--- src/rtl/servant_wb_copy.sv ---
// Wishbone block-copy initiator: reads one word from the source pointer, writes it to the
// destination pointer, and repeats until the word count is exhausted, aborted or timed out.
module servant_wb_copy #(
    parameter int LEN_W   = 16,
    parameter int TIMEOUT = 255
) (
    input  logic             i_clk,
    input  logic             i_rst_n,
    input  logic             i_start,
    input  logic             i_abort,
    input  logic [31:0]      i_src,
    input  logic [31:0]      i_dst,
    input  logic [LEN_W-1:0] i_len,
    output logic             o_busy,
    output logic             o_done,
    output logic             o_err,
    output logic [LEN_W-1:0] o_remaining,
    output logic [31:0]      o_wb_adr,
    output logic [31:0]      o_wb_dat,
    output logic [3:0]       o_wb_sel,
    output logic             o_wb_we,
    output logic             o_wb_cyc,
    input  logic [31:0]      i_wb_rdt,
    input  logic             i_wb_ack
);

    localparam int CNT_W = (TIMEOUT < 2) ? 1 : $clog2(TIMEOUT + 1);

    typedef enum logic [1:0] {
        IDLE = 2'd0,
        RD   = 2'd1,
        WR   = 2'd2
    } state_t;

    state_t           state;
    logic [31:0]      src_ptr;
    logic [31:0]      dst_ptr;
    logic [CNT_W-1:0] wait_cnt;
    logic             timed_out;

    assign o_wb_sel = 4'hF;

    // The current cycle is the TIMEOUT-th cycle without ack, so the bus is released after it.
    assign timed_out = !i_wb_ack && (wait_cnt == CNT_W'(TIMEOUT - 1));

    always_ff @(posedge i_clk or negedge i_rst_n) begin
        if (!i_rst_n) begin
            state       <= IDLE;
            src_ptr     <= '0;
            dst_ptr     <= '0;
            wait_cnt    <= '0;
            o_busy      <= 1'b0;
            o_done      <= 1'b0;
            o_err       <= 1'b0;
            o_remaining <= '0;
            o_wb_adr    <= '0;
            o_wb_dat    <= '0;
            o_wb_we     <= 1'b0;
            o_wb_cyc    <= 1'b0;
        end else begin
            o_done <= 1'b0;
            case (state)
                IDLE: begin
                    if (i_start) begin
                        src_ptr     <= i_src & ~32'h3;
                        dst_ptr     <= i_dst & ~32'h3;
                        o_remaining <= i_len;
                        o_err       <= 1'b0;
                        wait_cnt    <= '0;
                        if (i_len == '0) begin
                            o_done <= 1'b1;
                        end else begin
                            state    <= RD;
                            o_busy   <= 1'b1;
                            o_wb_cyc <= 1'b1;
                            o_wb_we  <= 1'b0;
                            o_wb_adr <= i_src & ~32'h3;
                        end
                    end
                end
                RD, WR: begin
                    if (i_abort) begin
                        state    <= IDLE;
                        o_busy   <= 1'b0;
                        o_wb_cyc <= 1'b0;
                        o_wb_we  <= 1'b0;
                        o_done   <= 1'b1;
                    end else if (i_wb_ack) begin
                        wait_cnt <= '0;
                        if (state == RD) begin
                            o_wb_dat <= i_wb_rdt;
                            src_ptr  <= src_ptr + 32'd4;
                            state    <= WR;
                            o_wb_we  <= 1'b1;
                            o_wb_adr <= dst_ptr;
                        end else begin
                            dst_ptr     <= dst_ptr + 32'd4;
                            o_remaining <= o_remaining - LEN_W'(1);
                            if (o_remaining == LEN_W'(1)) begin
                                state    <= IDLE;
                                o_busy   <= 1'b0;
                                o_wb_cyc <= 1'b0;
                                o_wb_we  <= 1'b0;
                                o_done   <= 1'b1;
                            end else begin
                                state    <= RD;
                                o_wb_we  <= 1'b0;
                                o_wb_adr <= src_ptr;
                            end
                        end
                    end else if (timed_out) begin
                        state    <= IDLE;
                        o_busy   <= 1'b0;
                        o_wb_cyc <= 1'b0;
                        o_wb_we  <= 1'b0;
                        o_err    <= 1'b1;
                        o_done   <= 1'b1;
                    end else begin
                        wait_cnt <= wait_cnt + CNT_W'(1);
                    end
                end
                default: begin
                    state    <= IDLE;
                    o_busy   <= 1'b0;
                    o_wb_cyc <= 1'b0;
                    o_wb_we  <= 1'b0;
                end
            endcase
        end
    end

endmodule

--- config.mk ---
export PLATFORM = sky130hd
export DESIGN_NAME = servant_wb_copy
export DESIGN_NICKNAME = d
export VERILOG_FILES = /design/src/rtl/servant_wb_copy.sv
export SDC_FILE = /design/constraint.sdc
export NUM_CORES = 1
export LEC_CHECK = 0
export CAP_MARGIN = 20
export CORE_MARGIN = 5
export CORE_UTILIZATION = 60
export CTS_BUF_LIST = sky130_fd_sc_hd__clkbuf_4 sky130_fd_sc_hd__clkbuf_8 sky130_fd_sc_hd__clkbuf_16
export CTS_CLUSTER_DIAMETER = 100
export CTS_CLUSTER_SIZE = 25
export DETAILED_ROUTE_END_ITERATION = 12
export DONT_BUFFER_PORTS = 1
export GPL_TIMING_DRIVEN = 0
export PLACE_DENSITY = 0.8
export SLEW_MARGIN = 20
export SYNTH_ARGS = -nofsm -noshare
export SYNTH_HDL_FRONTEND = slang
export SYNTH_SLANG_ARGS = --single-unit
--- constraint.sdc ---
create_clock -name i_clk -period 2.6 [get_ports i_clk]
set_input_delay 0.26 -clock i_clk [delete_from_list [all_inputs] [get_ports i_clk]]
set_output_delay 0.26 -clock i_clk [all_outputs]
set_load 0.01 [all_outputs]
==> impl_metrics.csv, run 1 <==
group,metric,value,unit
setup_path,start_kind,"flop",
grt,grt_max_degree,154,
timing,fin_tns_setup,0,ps
clock_network,clock-sinks,153,
setup_path,r2r-start,"state[0]",
layout,drive_above_1_share,17.8,%
power_and_ir_drop,finalPower,0.0151,W
setup_path,path_max_fanout,10,
floorplanning,dieWidth,131,um
timing,hold_ws,-472,ps
grt,grt_pass1_wl,44100,um
clock_network,cts_root_buffer,"clkbuf_16",
job,drv_cap,0,
routing,vias_per_cell,6.88,
floorplanning,die_y,131,um
layout,fin_area,0.0103,mm2
grt,antenna_found_initial,1,
clock_network,numCtsBuffers,17,
setup_path,worstRegToRegCells,8,
setup_path,cpPeakStageDelay,430,ps
setup_path,cp_top_family,"buffers and inverters",
clock_network,cts_buffer_depth,2,
synth,netlist_top_cells_count,"153 x dfrtp_1, 99 x a21oi_1, 68 x mux2_2",
floorplanning,initial_core_util,61.0,%
routing,drtIter0Drc,981,
run_status,violations,"hold timing",
synth,postSynthCellCount,924,
grt,grt_pass1_vias,7897,
routing,drcViolationCount,0,
power_and_ir_drop,power_frac_comb,48.7,%
setup_path,cp_cell_sequence,"inv_1 > ha_4 > buf_2 > clkbuf_4 > clkbuf_4 > clkbuf_4 > clkbuf_2 > a21oi_1",
clock_network,clk_pin_slew,70,ps
clock_network,tritoncts,"done",
synth,post-synth-top-area-fraction,43.3,%
run_status,status,"finished with violations",
timing,rsz0062_at_grt,"no",
setup_path,criticalPathCategory,"reg2reg",
synth,synth_edf_count,0,
setup_path,worstSetupEndpointType,"flop",
setup_path,crit_top_cell,"clkbuf_4",
placed_design,port_buffers,0,
clock_network,clock_latency,430,ps
timing,drv_slew,0,
timing,fin_crit,2500,ps
timing,tightest_slew,873,ps
setup_path,arrival,2790,ps
min_path,hold_path.class,"in2async",
power_and_ir_drop,switching_share,46.4,%
setup_path,r2r_end,"dst_ptr[8]",
timing,slew_headroom,41.8,%
timing,final_hold_viol_count,153,
power_and_ir_drop,p_leak,4.32,nW
clock_network,cts_hold_buf,43,
power_and_ir_drop,power.switching,0.00701,W
floorplanning,ios,206,
synth,synth_most_common_cell,"dfrtp_1",
routing,wire_per_inst,23.8,um
floorplanning,fp.dieArea,0.0173,mm2
placed_design,hpwl,18900,um
setup_path,reg2reg_slack,100,ps
layout,final_nets,1123,
placed_design,placed_cell_area,0.00908,mm2
routing,vias,8205,
power_and_ir_drop,power.density,1470,mW/mm2
synth,netlist_top_cells_area,"dfrtp_1 43%, mux2_2 8.7%, mux2i_1 6.9%, a21oi_1 5.6%, o22ai_1 3.1%",
setup_path,crit_required,2900,ps
synth,async_flop_share,100,%
power_and_ir_drop,internal_power,0.00812,W
timing,setup_viol,0,
power_and_ir_drop,p_seq_share,35.0,%
grt,grt_use_total,31.7,%
setup_path,cp_slowest_cell,"dfrtp_2",
placed_design,place.gp.congestion,0.972,
synth,ys.flop_type,"dfrtp_1",
routing,drtAntennaViolNets,0,
timing,fin_skew,8.58,ps
synth,avgSynthCellArea,9.56,um2
layout,area_growth,16.6,%
layout,ff_latch_area,0.00383,mm2
clock_network,cts_max_level,4,
power_and_ir_drop,ir_drop,0.000819,V
setup_path,worst-path-buf-inv,6,
synth,synth_warnings,0,
routing,dr.pass1.iters,5,
timing,max_freq,0.400,GHz
floorplanning,rows,44,
synth,seq_area_frac_synth,43.3,%
routing,wl,28400,um
layout,nFillCells,1093,
synth,synthesis.area,0.00884,mm2
synth,synth_top_area_cell,"dfrtp_1",
synth,ys_seq_elements,153,
power_and_ir_drop,clockPowerShare,16.2,%
placed_design,dp_cells,1111,
timing,fin_crit_sh,96.0,%
layout,multi_input_area,0.00476,mm2
grt,grt_overflow,0,
synth,yosysUniqueCellTypes,62,
floorplanning,core,0.0145,mm2
layout,instances_no_fill,1192,
-- timing repair --
action / 4_1_cts / 5_1_grt
resized for setup: 29 / 39
setup endpoints to repair: 100 / 100
hold endpoints to repair: 196 / 153
cloned: 0 / 0
pin swaps: 4 / 3
setup buffers: 6 / 1
-- kinds of logic after synthesis --
kind of cell / after synthesis / share of synthesized area, %
AO/OA/AOI/OAI: 241 / 17.0
AND/OR/NAND/NOR: 304 / 18.5
flip-flops: 153 / 43.3
adder cells (fa/ha/maj): 11 / 1.56
other: 1 / 0.0424
buffers and inverters: 85 / 4.08
multiplexers: 129 / 15.6
-- through the flow --
step / utilization (%) / setup WS [ps]
4_1_cts: 70.6 / 2.43
5_1_grt: 71.2 / 7.27
3_5_place_dp: 62.7 / -657
2_1_floorplan: - / 296
6_report: 71.2 / 103
3_3_place_gp: 62.7 / -611
-- power by group through the flow --
stage	clock network (W)	logic [W]	registers (W)
final	0.00246	0.00738	0.00530
after global routing	0.00257	0.00802	0.00542
after CTS	0.00246	0.00704	0.00522
after detailed placement	0	0.00668	0.00525
after global placement	0	0.00647	0.00521
after floorplan	0	0.00519	0.00475
-- per-layer routing --
layer  global-route usage (%)  share of wire, %
met5                        0                 0
met4                     14.7               4.8
met3                     9.86                12
met2                     49.0                47
met1                     41.1                37
-- how the worst max path moves through the flow --
stage | from | endpoint | slack, ps | cells after the start
after detailed placement | state[0] | src_ptr[6] | -660 | 8
after CTS | state[0] | src_ptr[7] | 2 | 8
after global placement | state[0] | dst_ptr[23] | -610 | 8
after floorplan | state[0] | src_ptr[10] | 300 | 10
after global routing | state[0] | src_ptr[22] | 7 | 11
final | state[0] | dst_ptr[8] | 100 | 8
-- layout by cell type (no fill, tap or decap), types with 20 or more instances in the layout --
cell type      count
a21oi_1           99
and3_1            20
buf_4             21
clkbuf_2          20
dfrtp_1          152
dlygate4sd3_1     43
mux2_2            68
mux2i_1           61
nand2_1           63
nand3_1           47
nand4_1           23
nor2_1            62
o21ai_0           39
o22ai_1           44
-- area by class of cell --
| type | count | area share (%) |
|---|---|---|
| sequential | 153 | 37.2 |
| antenna | 1 | 0.0243 |
| timing repair buffer | 50 | 4.69 |
| inverter | 17 | 0.619 |
| clock inverter | 13 | 1.30 |
| buffer | 67 | 3.47 |
| multi-input combinational | 689 | 46.2 |
| clock buffer | 18 | 4.26 |
| tap | 184 | 2.23 |
-- state kept, by name, summed over array words and instances, names as in the netlist --
register     count
o_done           1
o_wb_dat        32
src_ptr         30
wait_cnt         8
o_wb_cyc         1
o_remaining     16
o_err            1
o_wb_we          1
o_wb_adr        31
state            2
dst_ptr         30
No activity file was read; power rests on OpenSTA's default activity.
==> run 2, diff against run 1 <==
--- a/config.mk
+++ b/config.mk
@@ -9,12 +9,13 @@
 export CORE_MARGIN = 5
 export CORE_UTILIZATION = 60
 export CTS_BUF_LIST = sky130_fd_sc_hd__clkbuf_4 sky130_fd_sc_hd__clkbuf_8 sky130_fd_sc_hd__clkbuf_16
-export CTS_CLUSTER_DIAMETER = 100
+export CTS_CLUSTER_DIAMETER = 50
 export CTS_CLUSTER_SIZE = 25
 export DETAILED_ROUTE_END_ITERATION = 12
 export DONT_BUFFER_PORTS = 1
 export GPL_TIMING_DRIVEN = 0
 export PLACE_DENSITY = 0.8
+export SKIP_LAST_GASP = 1
 export SLEW_MARGIN = 20
 export SYNTH_ARGS = -nofsm -noshare
 export SYNTH_HDL_FRONTEND = slang
==> run 2 against run 1 <==
- the run still ends with hold timing left
- worst hold slack got worse by 5.0 ps
- utilization decreased by 0.078 points
- setup slack got worse by 17 ps
- sequential share of layout area about the same
- critical path depth is 1 lower
- non-clock buffer count stayed put
- combinational power hardly changed
- clock power is essentially flat
- critical path type unchanged
- largest cell class unchanged
==> impl_metrics.csv, run 2 (synthesis gave the netlist of run 1 again) <==
group,metric,value,unit
setup_path,start_kind,"flop",
timing,slew_headroom,32.2,%
setup_path,criticalPathCategory,"reg2reg",
setup_path,arrival,2850,ps
timing,fin_crit,2510,ps
layout,final_cell_mix,"152 x dfrtp_1, 99 x a21oi_1, 68 x mux2_2, 63 x nand2_1, 62 x nor2_1",
timing,fin_skew,9.85,ps
placed_design,place_ws,-657,ps
floorplanning,rows,44,
layout,final_common_cell,"dfrtp_1",
clock_network,cts_root_buffer,"clkbuf_16",
routing,dr.pass1.iters,5,
run_status,status,"finished with violations",
min_path,hold_path.class,"in2async",
timing,hold_ws,-477,ps
floorplanning,ios,206,
layout,drive_above_1_share,17.7,%
clock_network,cts_hold_buf,43,
routing,vias,8209,
clock_network,clock-sinks,153,
power_and_ir_drop,power.density,1470,mW/mm2
floorplanning,core,0.0145,mm2
setup_path,worstSetupEndpointType,"flop",
setup_path,path_max_fanout,10,
timing,fin_crit_sh,96.7,%
layout,fin_area,0.0103,mm2
setup_path,cp_cell_sequence,"inv_1 > ha_4 > buf_2 > nor4_2 > or2_2 > a31oi_1 > a311oi_1",
setup_path,worstRegToRegCells,7,
timing,max_freq,0.398,GHz
routing,drtIter0Drc,1028,
timing,setup_viol,0,
grt,grt_use_total,31.7,%
setup_path,r2r_end,"dst_ptr[31]",
routing,drcViolationCount,0,
clock_network,clk_pin_slew,70,ps
routing,drtAntennaViolNets,0,
grt,grt_pass1_wl,44100,um
timing,setup_slack,86.0,ps
layout,area_growth,16.5,%
setup_path,crit_required,2940,ps
setup_path,cpPeakStageDelay,890,ps
routing,wl,28300,um
run_status,violations,"hold timing",
floorplanning,die_y,131,um
floorplanning,fp.dieArea,0.0173,mm2
layout,final_nets,1123,
floorplanning,dieWidth,131,um
clock_network,tritoncts,"done",
power_and_ir_drop,ir_drop,0.000811,V
layout,largest_reg_flops,32,
placed_design,hpwl,18900,um
timing,tightest_slew,1010,ps
timing,rsz0062_at_grt,"yes",
timing,drv_slew,0,
timing,final_hold_viol_count,153,
power_and_ir_drop,p_leak,4.32,nW
placed_design,port_buffers,0,
clock_network,numCtsBuffers,17,
setup_path,reg2reg_slack,90,ps
placed_design,placed_cell_area,0.00908,mm2
routing,wire_per_inst,23.7,um
setup_path,cp_slowest_cell,"nor4_2",
clock_network,cts_buffer_depth,2,
grt,grt_pass1_vias,7912,
grt,grt_overflow,0,
layout,largestRegisters,"o_wb_dat x32, o_wb_adr x31",
clock_network,clock_latency,430,ps
grt,antenna_found_initial,1,
grt,grt_max_degree,154,
floorplanning,initial_core_util,61.0,%
setup_path,r2r-start,"state[1]",
routing,vias_per_cell,6.89,
job,drv_cap,0,
layout,largest-register,"o_wb_dat",
clock_network,cts_max_level,4,
placed_design,place.gp.congestion,0.972,
==> run 2: layout make-up <==
type	instances	area, um2
Tap cell	184	230
Clock inverter	13	134
Buffer	67	355
Fill cell	1094	4190
Timing Repair Buffer	50	483
Clock buffer	18	439
Antenna cell	1	2.50
Sequential cell	153	3830
Multi-Input combinational cell	689	4750
Inverter	17	63.8
==> run 2: metal layers <==
metal  vias up  GRT usage [%]  part of all wire, %
met5         -              0                    0
met4         0           14.7                  4.8
met1      3949           41.0                   37
met2       550           49.1                   46
li1       3612              -                    -
met3        98           9.86                   12
==> run 2: where the power goes <==
group | switching [W] | internal [W]
Sequential | 0.00173 | 0.00357
Combinational | 0.00418 | 0.00317
Clock | 0.00108 | 0.00137
Total | 0.00699 | 0.00810
==> run 2: timing repair <==
item	CTS	global route
buffers inserted	6	1
hold endpoints to repair	196	153
gates resized for setup	28	36
pin swaps	4	3
endpoints found under the setup margin	100	100
==> run 2: metrics by stage <==
step | total power [W] | instances | TNS [ps] | utilization (%)
global route | 0.0160 | 1192 | -172 | 71.1
detailed placement | 0.0119 | 1111 | -28290 | 62.7
finish | 0.0151 | 1192 | 0 | 71.1
CTS | 0.0147 | 1190 | -29.1 | 70.5
floorplan | 0.00994 | 927 | 0 | -
global placement | 0.0117 | 1111 | -25110 | 62.7
==> run 2: worst max-delay path: cells and delay by family, from the launching register on <==
family,cells,cell delay (ps)
and+or+nand+nor,2,1130
buffers and inverters,2,410
DFF,1,410
AOI/OAI and AO/OA,2,240
adders and majority gates,1,230
==> run 2: worst max-delay path by stage <==
stage / cells past startpoint / slack [ps] / to / startpoint
5_1_grt: 7 / -40 / dst_ptr[31] / state[1]
3_5_place_dp: 8 / -660 / src_ptr[6] / state[0]
6_report: 7 / 90 / dst_ptr[31] / state[1]
4_1_cts: 11 / -20 / src_ptr[6] / state[0]
3_3_place_gp: 8 / -610 / dst_ptr[23] / state[0]
2_1_floorplan: 10 / 300 / src_ptr[10] / state[0]
